==> src/rtl/aes_pkg.sv <==
// Shared AES definitions for the inverse-cipher datapath.
//   AES_STATE_W / AES_COL_W : state and column widths
//   INV_MC_*                : InvMixColumns matrix coefficients
//   gf_xtime                : multiply by x in GF(2^8) mod 0x11B
//   gf_mul_const            : multiply by a small constant via an xtime chain
//   inv_mc_state_e          : sequencer states for inv_mix_columns_seq
package aes_pkg;

    localparam int unsigned AES_STATE_W = 128;
    localparam int unsigned AES_COL_W   = 32;

    localparam logic [7:0] INV_MC_0E = 8'h0e;
    localparam logic [7:0] INV_MC_0B = 8'h0b;
    localparam logic [7:0] INV_MC_0D = 8'h0d;
    localparam logic [7:0] INV_MC_09 = 8'h09;

    typedef enum logic [1:0] {
        ST_IDLE,
        ST_BUSY,
        ST_DONE
    } inv_mc_state_e;

    function automatic logic [7:0] gf_xtime(input logic [7:0] b);
        return {b[6:0], 1'b0} ^ (b[7] ? 8'h1b : 8'h00);
    endfunction

    // Only the low nibble of k is honoured; every InvMixColumns coefficient
    // fits in four bits, so the product is x, x*2, x*4, x*8 XORed together.
    function automatic logic [7:0] gf_mul_const(input logic [7:0] b,
                                                input logic [7:0] k);
        logic [7:0] acc;
        logic [7:0] pw;
        logic [7:0] kk;
        acc = '0;
        pw  = b;
        kk  = k;
        for (int unsigned i = 0; i < 4; i++) begin
            if (kk[0]) begin
                acc = acc ^ pw;
            end
            pw = gf_xtime(pw);
            kk = kk >> 1;
        end
        return acc;
    endfunction

endpackage

==> src/rtl/inv_mix_column.sv <==
// Combinational InvMixColumns for one 32-bit AES column.
//   col_in  : column, row 0 in bits [31:24], row 3 in bits [7:0]
//   col_out : transformed column, same byte layout
module inv_mix_column
    import aes_pkg::*;
(
    input  logic [AES_COL_W-1:0] col_in,
    output logic [AES_COL_W-1:0] col_out
);

    logic [7:0] r0, r1, r2, r3;

    assign {r0, r1, r2, r3} = col_in;

    assign col_out[31:24] = gf_mul_const(r0, INV_MC_0E) ^ gf_mul_const(r1, INV_MC_0B)
                          ^ gf_mul_const(r2, INV_MC_0D) ^ gf_mul_const(r3, INV_MC_09);
    assign col_out[23:16] = gf_mul_const(r0, INV_MC_09) ^ gf_mul_const(r1, INV_MC_0E)
                          ^ gf_mul_const(r2, INV_MC_0B) ^ gf_mul_const(r3, INV_MC_0D);
    assign col_out[15:8]  = gf_mul_const(r0, INV_MC_0D) ^ gf_mul_const(r1, INV_MC_09)
                          ^ gf_mul_const(r2, INV_MC_0E) ^ gf_mul_const(r3, INV_MC_0B);
    assign col_out[7:0]   = gf_mul_const(r0, INV_MC_0B) ^ gf_mul_const(r1, INV_MC_0D)
                          ^ gf_mul_const(r2, INV_MC_09) ^ gf_mul_const(r3, INV_MC_0E);

endmodule

==> src/rtl/inv_mix_columns_seq.sv <==
// Sequential AES InvMixColumns engine, COLS_PER_CYCLE columns per clock.
//   clk, rst            : clock, synchronous active-high reset
//   in_valid/in_ready   : input handshake, in_state captured on in_valid & in_ready
//   in_state            : 128-bit state, column c in bits [32c+31:32c]
//   out_valid/out_ready : output handshake, out_state held until accepted
//   out_state           : transformed state
module inv_mix_columns_seq
    import aes_pkg::*;
#(
    parameter int unsigned COLS_PER_CYCLE = 1
) (
    input  logic                   clk,
    input  logic                   rst,
    input  logic                   in_valid,
    output logic                   in_ready,
    input  logic [AES_STATE_W-1:0] in_state,
    output logic                   out_valid,
    input  logic                   out_ready,
    output logic [AES_STATE_W-1:0] out_state
);

    if (!(COLS_PER_CYCLE == 1 || COLS_PER_CYCLE == 2 || COLS_PER_CYCLE == 4)) begin : g_bad_cfg
        $error("inv_mix_columns_seq: COLS_PER_CYCLE must be 1, 2 or 4");
    end

    localparam int unsigned NCYC     = 4 / COLS_PER_CYCLE;
    localparam logic [1:0]  LAST_CNT = 2'(NCYC - 1);

    inv_mc_state_e          state_q, state_d;
    logic [AES_STATE_W-1:0] src_q, src_d;
    logic [AES_STATE_W-1:0] res_q, res_d;
    logic [1:0]             col_cnt_q, col_cnt_d;

    logic [1:0]             col_base;
    logic [AES_STATE_W-1:0] res_busy;
    logic [AES_COL_W-1:0]   grp_in  [COLS_PER_CYCLE];
    logic [AES_COL_W-1:0]   grp_out [COLS_PER_CYCLE];

    // First column of the current group: col_cnt * COLS_PER_CYCLE, and for
    // the legal values 1/2/4 the shift amount log2(COLS_PER_CYCLE) is CPC/2.
    assign col_base = col_cnt_q << (COLS_PER_CYCLE / 2);

    for (genvar g = 0; g < COLS_PER_CYCLE; g++) begin : g_grp
        logic [1:0] col_idx;
        assign col_idx   = col_base + 2'(g);
        assign grp_in[g] = src_q[{col_idx, 5'b0} +: AES_COL_W];

        inv_mix_column u_col (
            .col_in  (grp_in[g]),
            .col_out (grp_out[g])
        );
    end

    // Column c is produced by group lane c % CPC during count c / CPC; all
    // other columns keep their previous result this cycle.
    for (genvar c = 0; c < 4; c++) begin : g_res
        assign res_busy[c*AES_COL_W +: AES_COL_W] =
            (col_cnt_q == 2'(c / COLS_PER_CYCLE)) ? grp_out[c % COLS_PER_CYCLE]
                                                  : res_q[c*AES_COL_W +: AES_COL_W];
    end

    always_comb begin
        state_d   = state_q;
        src_d     = src_q;
        res_d     = res_q;
        col_cnt_d = col_cnt_q;
        in_ready  = 1'b0;
        out_valid = 1'b0;

        unique case (state_q)
            ST_IDLE: begin
                in_ready = 1'b1;
                if (in_valid) begin
                    src_d     = in_state;
                    col_cnt_d = '0;
                    state_d   = ST_BUSY;
                end
            end

            ST_BUSY: begin
                res_d = res_busy;
                if (col_cnt_q == LAST_CNT) begin
                    state_d = ST_DONE;
                end else begin
                    col_cnt_d = col_cnt_q + 2'd1;
                end
            end

            ST_DONE: begin
                out_valid = 1'b1;
                in_ready  = out_ready;
                if (out_ready) begin
                    if (in_valid) begin
                        src_d     = in_state;
                        col_cnt_d = '0;
                        state_d   = ST_BUSY;
                    end else begin
                        state_d   = ST_IDLE;
                    end
                end
            end

            default: begin
                state_d = ST_IDLE;
            end
        endcase
    end

    always_ff @(posedge clk) begin
        if (rst) begin
            state_q   <= ST_IDLE;
            src_q     <= '0;
            res_q     <= '0;
            col_cnt_q <= '0;
        end else begin
            state_q   <= state_d;
            src_q     <= src_d;
            res_q     <= res_d;
            col_cnt_q <= col_cnt_d;
        end
    end

    assign out_state = res_q;

endmodule
==> config.mk <==
export PLATFORM = sky130hd
export DESIGN_NAME = inv_mix_columns_seq
export DESIGN_NICKNAME = d
export VERILOG_FILES = /design/src/rtl/aes_pkg.sv /design/src/rtl/inv_mix_column.sv /design/src/rtl/inv_mix_columns_seq.sv
export SDC_FILE = /design/constraint.sdc
export NUM_CORES = 1
export LEC_CHECK = 0
export BUFFER_PORTS_ARGS = -buffer_cell sky130_fd_sc_hd__clkbuf_2
export CORE_MARGIN = 10
export CORE_UTILIZATION = 50
export DETAILED_ROUTE_END_ITERATION = 16
export PLACE_DENSITY_LB_ADDON = 0.3
export REMOVE_ABC_BUFFERS = 1
export SETUP_SLACK_MARGIN = 0.3
export SLEW_MARGIN = 20
export SYNTH_ARGS = -nofsm -noshare
export SYNTH_HDL_FRONTEND = slang
export SYNTH_SLANG_ARGS = --single-unit
==> constraint.sdc <==
create_clock -name clk -period 8 [get_ports clk]
set_input_delay 1.2 -clock clk [delete_from_list [all_inputs] [get_ports clk]]
set_output_delay 1.2 -clock clk [all_outputs]
set_load 0.03 [all_outputs]
* After elaboration in Yosys (flattened, before gate mapping) *
Index checks and enable logic that the tools add are counted.

word-level totals
  output and inout bits = 130
  flip-flop bits (word level) = 260

operators by class
  reduce and logical (&&, ||, !) cells = 11
  muxes and demuxes = 26
  shift operators = 1
  eq/ne operators = 9
  bitwise operators = 52
  add/subtract/negate cells = 1

operators with widths
  cell                                            number
  XOR 8 bit                                       51
  two-way mux 128 bit                             2
  one-hot mux 128 bit (2 select lines)            1
  variable part select 128 x 8 -> 32 bit          1
  two-way mux 5 bit                               12
  two-way mux 2 bit                               6
  one-hot mux 2 bit (3 select lines)              2
  AND reduction 2 bit                             5
  inequality test 2 bit (second input constant)   4
  XOR 8 x 5 -> 8 bit                              1
  == test 2 bit (second input constant)           3
  AND reduction 3 bit                             2
  == test 2 x 1 -> 1 bit (second input constant)  2
  zero test 2 bit                                 2
  nonzero test 3 bit                              1
  adder 2 x 1 -> 2 bit (second input constant)    1
  two-way mux 1 bit                               2
  one-hot mux 1 bit (2 select lines)              1
  nonzero test 2 bit                              1

* Longest topological paths before layout *
Gate-level depths: netlist of the first run.

  depth in word-level cells = 11
  gate-level depth with buffers = 12
  mapped depth without buffers = 7

* By module *
A second synthesis of the first run with hierarchy kept.

second synthesis, totals
  cells, all modules = 1412
  area, all modules = 12643.4 um2

modules (own cells, without submodules)
  module               cells each  times used  area an instance (um2)
  inv_mix_columns_seq  1216        1           10378.7
  inv_mix_column       196         1           2264.7

* Worst setup path before layout of the first run *
No wires, ideal clock.

  path kind = register -> register
  start = register col_cnt_q[0], in the netlist col_base[0]
  end = register res_q[115], in the netlist out_state[115]
  period minus slack after synthesis = 2.930 ns
  setup slack = 5.070 ns
  cell stages (with the launch flop) = 9
  arrival time = 2.798 ns
  library setup time = 0.132 ns
  data required time = 7.868 ns
  cells stage by stage = dfxtp_1 -> buf_6 -> mux4_2 -> xnor2_4 -> xnor3_1 -> xor2_1 -> xor3_1 -> nand2_1 -> a21oi_1

between the ends
  longest elaborated chain between the ends = 9

ends and longest elaborated chain
  what                                                         RTL line                      text
  from (decl)                                                  inv_mix_columns_seq.sv:32     logic [1:0] col_cnt_q, col_cnt_d;
  from (signal assigned)                                       inv_mix_columns_seq.sv:119    col_cnt_q <= col_cnt_d;
  variable part select 128 x 8 -> 32 bit                       inv_mix_columns_seq.sv:46     assign grp_in[g] = src_q[{col_idx, 5'b0} +: AES_COL_W];
  two-way mux 5 bit or XOR 8 bit (tied branches)               aes_pkg.sv:24                 return {b[6:0], 1'b0} ^ (b[7] ? 8'h1b : 8'h00);
  XOR 8 bit or two-way mux 5 bit (tied branches) (2 in a row)  aes_pkg.sv:24
  XOR 8 bit, on equally long branches                          aes_pkg.sv:24, aes_pkg.sv:39
  XOR 8 bit                                                    aes_pkg.sv:39                 acc = acc ^ pw;
  XOR 8 bit                                                    inv_mix_column.sv:17          assign col_out[23:16] = gf_mul_const(r0, INV_MC_09) ^ gf_mul_const(r1, INV_MC_0E)
  XOR 8 bit (2 in a row)                                       inv_mix_column.sv:18          ^ gf_mul_const(r2, INV_MC_0B) ^ gf_mul_const(r3, INV_MC_0D);
  to (signal assigned)                                         inv_mix_columns_seq.sv:118    res_q <= res_d;
  to (decl)                                                    inv_mix_columns_seq.sv:31     logic [AES_STATE_W-1:0] res_q, res_d;

Several ways; a longest one is shown, not always the timed one.
A chain may end at the register's enable or synchronous reset.

* Worst setup path after layout of the first run *
  start = register col_cnt_q[0], in the netlist col_base[0]
  end = register res_q[19], in the netlist out_state[19]

The elaborated chain is that of the path after synthesis.

==> run summary, run 1 <==
Area after DPL: 13400 um^2
Async SR Flop Fraction: 0%
CP required: 8390 ps
first-pass iteration count of the detailed router: 5
# IOs: 262
Area Growth Syn to Fin: 19.1%
highest ir drop seen on vdd: 164 uV
Die X: 175 um
Mapped Cells: 1385
row count: 56
fill count: 2136
Slowest Stage Delay on Critical Path: 710 ps
ANT nets after route: 0
largest net degree at the start of global routing: 145
routed wire length: 33400 um
Final Critical Period: 3750 ps
hold path startpoint: src_q[94]$_SDFFE_PP0P_
fin nets: 1719
detailed placer's ending HPWL: 24000 um
DRC: 0
setup ws final: 4250 ps
Critical Path Source: col_base[0]$_SDFFE_PP0P_
DR WL met2: 15100 um
Post-CTS Resized: 0
worst hold-check path type: flip-flop to flip-flop
vias: 9909
crit path capture type: flip-flop
initial DRC count: 852
Crit Path Class: flip-flop to flip-flop
arrival time worst endpoint: 4140 ps
vias in the first global route: 9889
core box area: 23600 um^2
hold buffer count at CTS: 0
power density over the cells: 301 nW/um^2
final worst-path cycle share: 46.9%
met3 WL: 2600 um
overall routing resource usage: 20.9%
outcome: finished, final reports clean
fmax: 0.267 GHz
Worst-path clk slew: 60 ps
depth of the CTS H-tree: 1
total power: 4.32 mW
Reg-to-Reg Start: col_base[0]$_SDFFE_PP0P_
Design Area, Final: 14300 um^2
PortBufs: 261
register bit total from synthesis: 260
Die Height: 175 um
postcts setup bufs: 0
# setup viols final: 0
post-synth cell types: 30
slowest CP cell: mux4_2
Core Util, Final: 60.8%
CP delay by family, top: XOR/XNOR gates
Routed met1 length: 15100 um
first-pass GRT wire length: 52600 um
Final Slew Violations: 0
top sig layer: met4
Buf/Inv on CP: 1
Post-synth EDFFs: 0
grt total ovfl: 0
RSZ-0062 raised after global routing: no
Clock Path Buffers: 3
Clock Sink Count: 260
critical path cell sequence: buf_4 -> mux4_2 -> xnor2_4 -> xnor3_1 -> xor2_1 -> xor3_1 -> nand2_1 -> a21oi_1
worst slew pin tran: 1080 ps
MaxCap Viol Count: 0
post-synthesis sequential area ratio: 43.2%
Mean Syn Cell Area: 8.69 um^2
Synth Cell Area: 12000 um^2
Via density: 5.16
CTS tree: yes
crit-path max FO: 28
initial antenna violation count: 0
Top FF cell, synth: dfxtp_1
static leakage: 5.76 nW
die area: 30700 um^2
max_slew headroom: 28.1%
Fin. Hold Viols: 0
skew final: 10.1 ps
Routed wire per std cell: 17.4 um
Initial Util: 51.0%
antenna cells: 0
pre-CTS setup slack: 4220 ps
clock latency on the worst-skew pair: 540 ps
share of layout cells above drive strength 1: 24.0%
Num CTS Buffers: 27
nature of the critical path startpoint: flip-flop
Synth Warn #: 0
setup TNS: 0 ps
Clock Tree Root: clkbuf_16
GP Congestion: 0.910
==> logic make-up (layout without fill, tap and decap cells) <==
logic type | count (synthesis) | after routing | synth area share [%]
and+or+nand+nor | 535 | 535 | 16.9
AOI/OAI and AO/OA | 262 | 262 | 10.9
DFF | 260 | 260 | 43.2
xor gates and xnor gates | 184 | 184 | 18.5
buffers and inverters | 108 | 325 | 4.12
muxes | 32 | 32 | 5.99
adders and majority gates | 4 | 4 | 0.416
==> worst paths after layout <==
path                                                    to  slack (ps)  depth (start not counted)
worst min register to register      src_q[94]$_SDFFE_PP0P_         450                          2
worst max register to register  out_state[19]$_SDFFE_PP0P_        4250                          8
worst max-delay path            out_state[19]$_SDFFE_PP0P_        4250                          8
worst min-delay path                src_q[94]$_SDFFE_PP0P_         450                          2
==> through the flow <==
| stage | hold slack, ps | cells |
|---|---|---|
| 2_1_floorplan | 427 | 1280 |
| 3_3_place_gp | 439 | 1873 |
| 3_5_place_dp | 443 | 1873 |
| 4_1_cts | 451 | 1921 |
| 5_1_grt | 469 | 1921 |
| 6_report | 449 | 1921 |
==> power by group <==
group	leakage [nW]	internal, mW	switching (mW)	total (mW)
sequential	2.12	1.40	0.0642	1.47
clock	0.464	0.821	0.507	1.33
combinational	3.17	0.603	0.923	1.53
total	5.76	2.83	1.49	4.32
==> layer usage <==
layer  GRT usage, %  vias up
met1           28.4     4617
met4           5.19        0
met5              0        -
met2           32.9      362
met3           4.68       54
li1               -     4876
==> tightest hold or removal path: cells and delay by family (launching register included) <==
family,cells,cell delay (ps)
AND/OR/NAND/NOR,1,50
flip-flops,1,300
AO/OA/AOI/OAI,1,50
==> layout by cell type (no fill, tap or decap), types with 8 or more instances in the layout <==
cell,netlist,layout
dfxtp_1,260,258
clkbuf_16,0,27
buf_4,9,12
xnor3_1,18,18
mux4_2,32,32
xnor2_2,17,17
nand2_1,517,517
xnor2_1,111,111
clkbuf_8,0,8
xor2_1,20,20
a21oi_1,260,260
clkbuf_2,0,260
nor2_1,9,8
==> cells in the mapped netlist, types with 9 or more instances <==
master / instances / area [um^2]
xor2_1: 20 / 175
xnor3_1: 18 / 405
dfxtp_1: 260 / 5200
xnor2_1: 111 / 972
nand2_1: 517 / 1940
clkbuf_1: 72 / 270
buf_1: 9 / 33.8
nor2_1: 9 / 33.8
mux4_2: 32 / 721
buf_4: 9 / 67.6
a21oi_1: 260 / 1300
buf_2: 11 / 55.1
xnor2_2: 17 / 277
==> flip-flops by register name (all words and copies together) (netlist names) <==
name / cells
state_q: 2
out_state: 128
src_q: 128
col_base: 2
==> final cells by class <==
cell class	count	area, um^2	share of cell area, %
Multi-Input combinational cell	1017	6360	44.3
Clock buffer	39	801	5.58
Tap cell	319	399	2.78
Clock inverter	9	154	1.07
Timing Repair Buffer	274	1410	9.86
Inverter	3	11.3	0.0785
Sequential cell	260	5210	36.3
Power figures use the tool's default switching activity.
==> run 2: changes to the inputs <==
Settings changed: ABC_AREA set to 1.
Clock period 8 ns to 3.55 ns, I/O delays scaled along.
==> run 2 against run 1 <==
Net effect:
- maximum frequency rose by 26%
- die area up 19%
- via count up 46%
- global-route usage is 3.5 points higher
- worst hold slack worse by 210 ps
==> run summary, run 2 <==
core box area: 28900 um^2 (+22%)
Clock Path Buffers: 3 (unchanged)
RSZ-0062 raised after global routing: no
vias in the first global route: 13525 (+37%)
detailed placer's ending HPWL: 35200 um (+46%)
power density over the cells: 669 nW/um^2 (+120%)
Adder-Cell Fraction of Synth Area: 0.341% (-0.074 points)
Compound-Gate Fraction of Synth Area: 13.1% (+2.2 points)
fill count: 2776 (+30%)
Crit Path Class: flip-flop to flip-flop
multi-input logic area: 8290 um^2 (+30%)
crit path capture type: flip-flop
outcome: finished, final reports clean
largest family of logic cells by synthesized area: simple AND/OR/NAND/NOR gates
Reg2Reg Setup Slack: 580 ps (-3670 ps)
Mean Syn Cell Area: 6.63 um^2 (-24%)
worst slew pin tran: 878 ps (-200 ps)
worst r2r dst: out_state[58]$_SDFFE_PP0P_
max_slew headroom: 41.1% (+13 points)
count leader, synth: nand2_1
clock share of power: 25.0% (-5.7 points)
static leakage: 8.83 nW (+53%)
clock latency on the worst-skew pair: 540 ps (about the same)
grt total ovfl: 0 (unchanged)
most common cell after layout, fill and taps aside: nand2_1
Fin. Hold Viols: 0 (unchanged)
arrival time worst endpoint: 3390 ps (-750 ps)
crit-path max FO: 28 (unchanged)
Post-CTS Resized: 0 (unchanged)
Synth Warn #: 0 (unchanged)
Synth top cells by count: nand2_1, dfxtp_1, nor2_1
Die X: 191 um (+9.2%)
Post-synth EDFFs: 0 (unchanged)
post-synth cell types: 39 (+30%)
Worst-path clk slew: 60 ps (about the same)
post-synthesis sequential area ratio: 35.5% (-7.7 points)
Num CTS Buffers: 27 (unchanged)
Final Slew Violations: 0 (unchanged)
post-synthesis mux area share: 0% (-6.0 points)
first-pass iteration count of the detailed router: 8 (+3)
XOR/XNOR Fraction of Synth Area: 7.99% (-10 points)
largest net degree at the start of global routing: 141 (-2.8%)
Clock Tree Root: clkbuf_16
register area: 5210 um^2 (unchanged)
Async SR Flop Fraction: 0% (unchanged)
Seq pwr share: 28.7% (-5.2 points)
overall routing resource usage: 24.3% (+3.5 points)
DRC: 0 (unchanged)
Psw: 4.96 mW (+230%)
Reg-to-Reg Start: col_base[0]$_SDFFE_PP0P_
CP required: 3970 ps (-4420 ps)
Top FF cell, synth: dfxtp_1
hold path depth: 3 (+1)
antenna cells: 0 (unchanged)
total power: 11.4 mW (+160%)
register bit total from synthesis: 260 (unchanged)
Mapped Cells: 2213 (+60%)
GP Congestion: 1.00 (+10%)
hold path startpoint: in_state[7]
combinational fraction of design power: 46.3% (+11 points)
vias: 14480 (+46%)
die area: 36600 um^2 (+19%)
depth of the CTS H-tree: 1 (unchanged)
# IOs: 262 (unchanged)
nature of the critical path startpoint: flip-flop
final worst-path cycle share: 83.7% (+37 points)
Simple-Gate Fraction of Synth Area: 35.0% (+18 points)
Area Growth Syn to Fin: 16.1%
PortBufs: 261 (unchanged)
most frequent cells in the layout: nand2_1, clkbuf_2, dfxtp_1
Synth Cell Area: 14700 um^2 (+22%)
fin nets: 2552 (+48%)
MaxCap Viol Count: 0 (unchanged)
routed wire length: 46200 um (+38%)
Sw Share: 43.5% (+8.9 points)
# setup viols final: 0 (unchanged)
share of layout cells above drive strength 1: 17.7% (-6.2 points)
first-pass GRT wire length: 73100 um (+39%)
Clock Sink Count: 260 (unchanged)
cell taking the most area after synthesis: dfxtp_1
worst hold path endpoint: src_q[7]$_SDFFE_PP0P_
FF-to-FF path depth: 17 (+9)
initial antenna violation count: 0 (unchanged)
postcts setup bufs: 0 (unchanged)
row count: 62 (+11%)
Die Height: 191 um (+9.2%)
cell-internal power: 6.44 mW (+130%)
skew final: 12.3 ps (+2.21 ps)
Final Critical Period: 2970 ps (-777 ps)
highest ir drop seen on vdd: 378 uV (+130%)
Synth top area share: 35.5% (-7.7 points)
hold buffer count at CTS: 0 (unchanged)
Routed wire per std cell: 16.4 um (-5.7%)
fmax: 0.337 GHz (+26%)
ANT nets after route: 0 (unchanged)
worst hold-check path type: input pin to flip-flop
Via density: 5.14 (-0.42%)
initial DRC count: 1103 (+29%)
Initial Util: 50.8% (-0.16 points)
Synth area leaders: dfxtp_1, nand2_1, nand3_1
Core Util, Final: 59.0% (-1.7 points)
CTS tree: yes
## run 2: cell count changes after synthesis, moves of 14 or more
cell     previous run  this run
a21oi_1           260        62
buf_6               2        16
inv_1               3       148
mux4_2             32         0
nand2_1           517       690
nand2_2             0        50
nand3_1             0       194
nor2_1              9       249
o21a_1              0        72
o21ai_0             1       187
xnor2_1           111        37
xnor3_1            18         0
xor2_1             20        72
## run 2: logic make-up after synthesis
group,after synthesis
and+or+nand+nor,1218
AOI/OAI and AO/OA,338
adders and majority gates,4
DFF,260
xor gates and xnor gates,121
buffers and inverters,272
## run 2: metrics by stage
step	TNS, ps	instance area [um^2]	setup slack [ps]	std cells	hold slack, ps
5_1_grt	0	17000	357	2819	246
3_5_place_dp	0	16100	651	2771	462
6_report	0	17000	579	2819	235
3_3_place_gp	0	16100	687	2771	446
2_1_floorplan	-137770	14100	-1060	2109	432
4_1_cts	0	17000	633	2819	218
## run 2: power groups by stage
stage | Sequential, mW | Combinational (mW) | Clock (mW)
final | 3.27 | 5.28 | 2.85
after global routing | 3.30 | 5.86 | 3.01
after CTS | 3.27 | 5.25 | 2.91
after detailed placement | 3.33 | 5.23 | 0
after global placement | 3.33 | 5.18 | 0
after floorplan | 3.52 | 3.56 | 0
## run 2: area by class of cell
type,count,share of cell area [%]
Multi-Input combinational cell,1681,48.7
Sequential cell,260,30.6
Timing Repair Buffer,278,8.78
Inverter,168,3.83
Clock buffer,44,5.05
Clock inverter,4,0.286
Tap cell,384,2.82
## run 2: worst max-delay path: stages (launching register included)
cell and delay, ps:
dfxtp_2 390, buf_4 320, buf_4 290, nand2_1 70, nand2_1 60, nand2_1 60
nand2_2 200, inv_1 140, nand2_2 130, nand2_2 120, nand2_1 90, nand2_2 140
xor2_1 190, or2_1 230, nand2_1 70, nand2_1 50, nand2_1 190, a21oi_1 110
## run 2: metal layers
layer  global-route usage [%]  wire, um  vias up
met1                     32.9     21100     6555
met5                        0         0        -
met2                     39.8     21100      480
met4                     5.65       895        0
met3                     4.08      3180       53
li1                         -         -     7392
## run 2: worst max path at each step
stage,startpoint,endpoint,slack (ps),cells past startpoint
final,col_base[0]$_SDFFE_PP0P_,out_state[58]$_SDFFE_PP0P_,580,17
after global routing,col_base[0]$_SDFFE_PP0P_,out_state[101]$_SDFFE_PP0P_,360,17
after global placement,col_base[0]$_SDFFE_PP0P_,out_state[122]$_SDFFE_PP0P_,690,17
after detailed placement,col_base[0]$_SDFFE_PP0P_,out_state[58]$_SDFFE_PP0P_,650,17
after CTS,col_base[0]$_SDFFE_PP0P_,out_state[58]$_SDFFE_PP0P_,630,17
after floorplan,out_ready,col_base[1]$_SDFFE_PP0P_,-1060,7
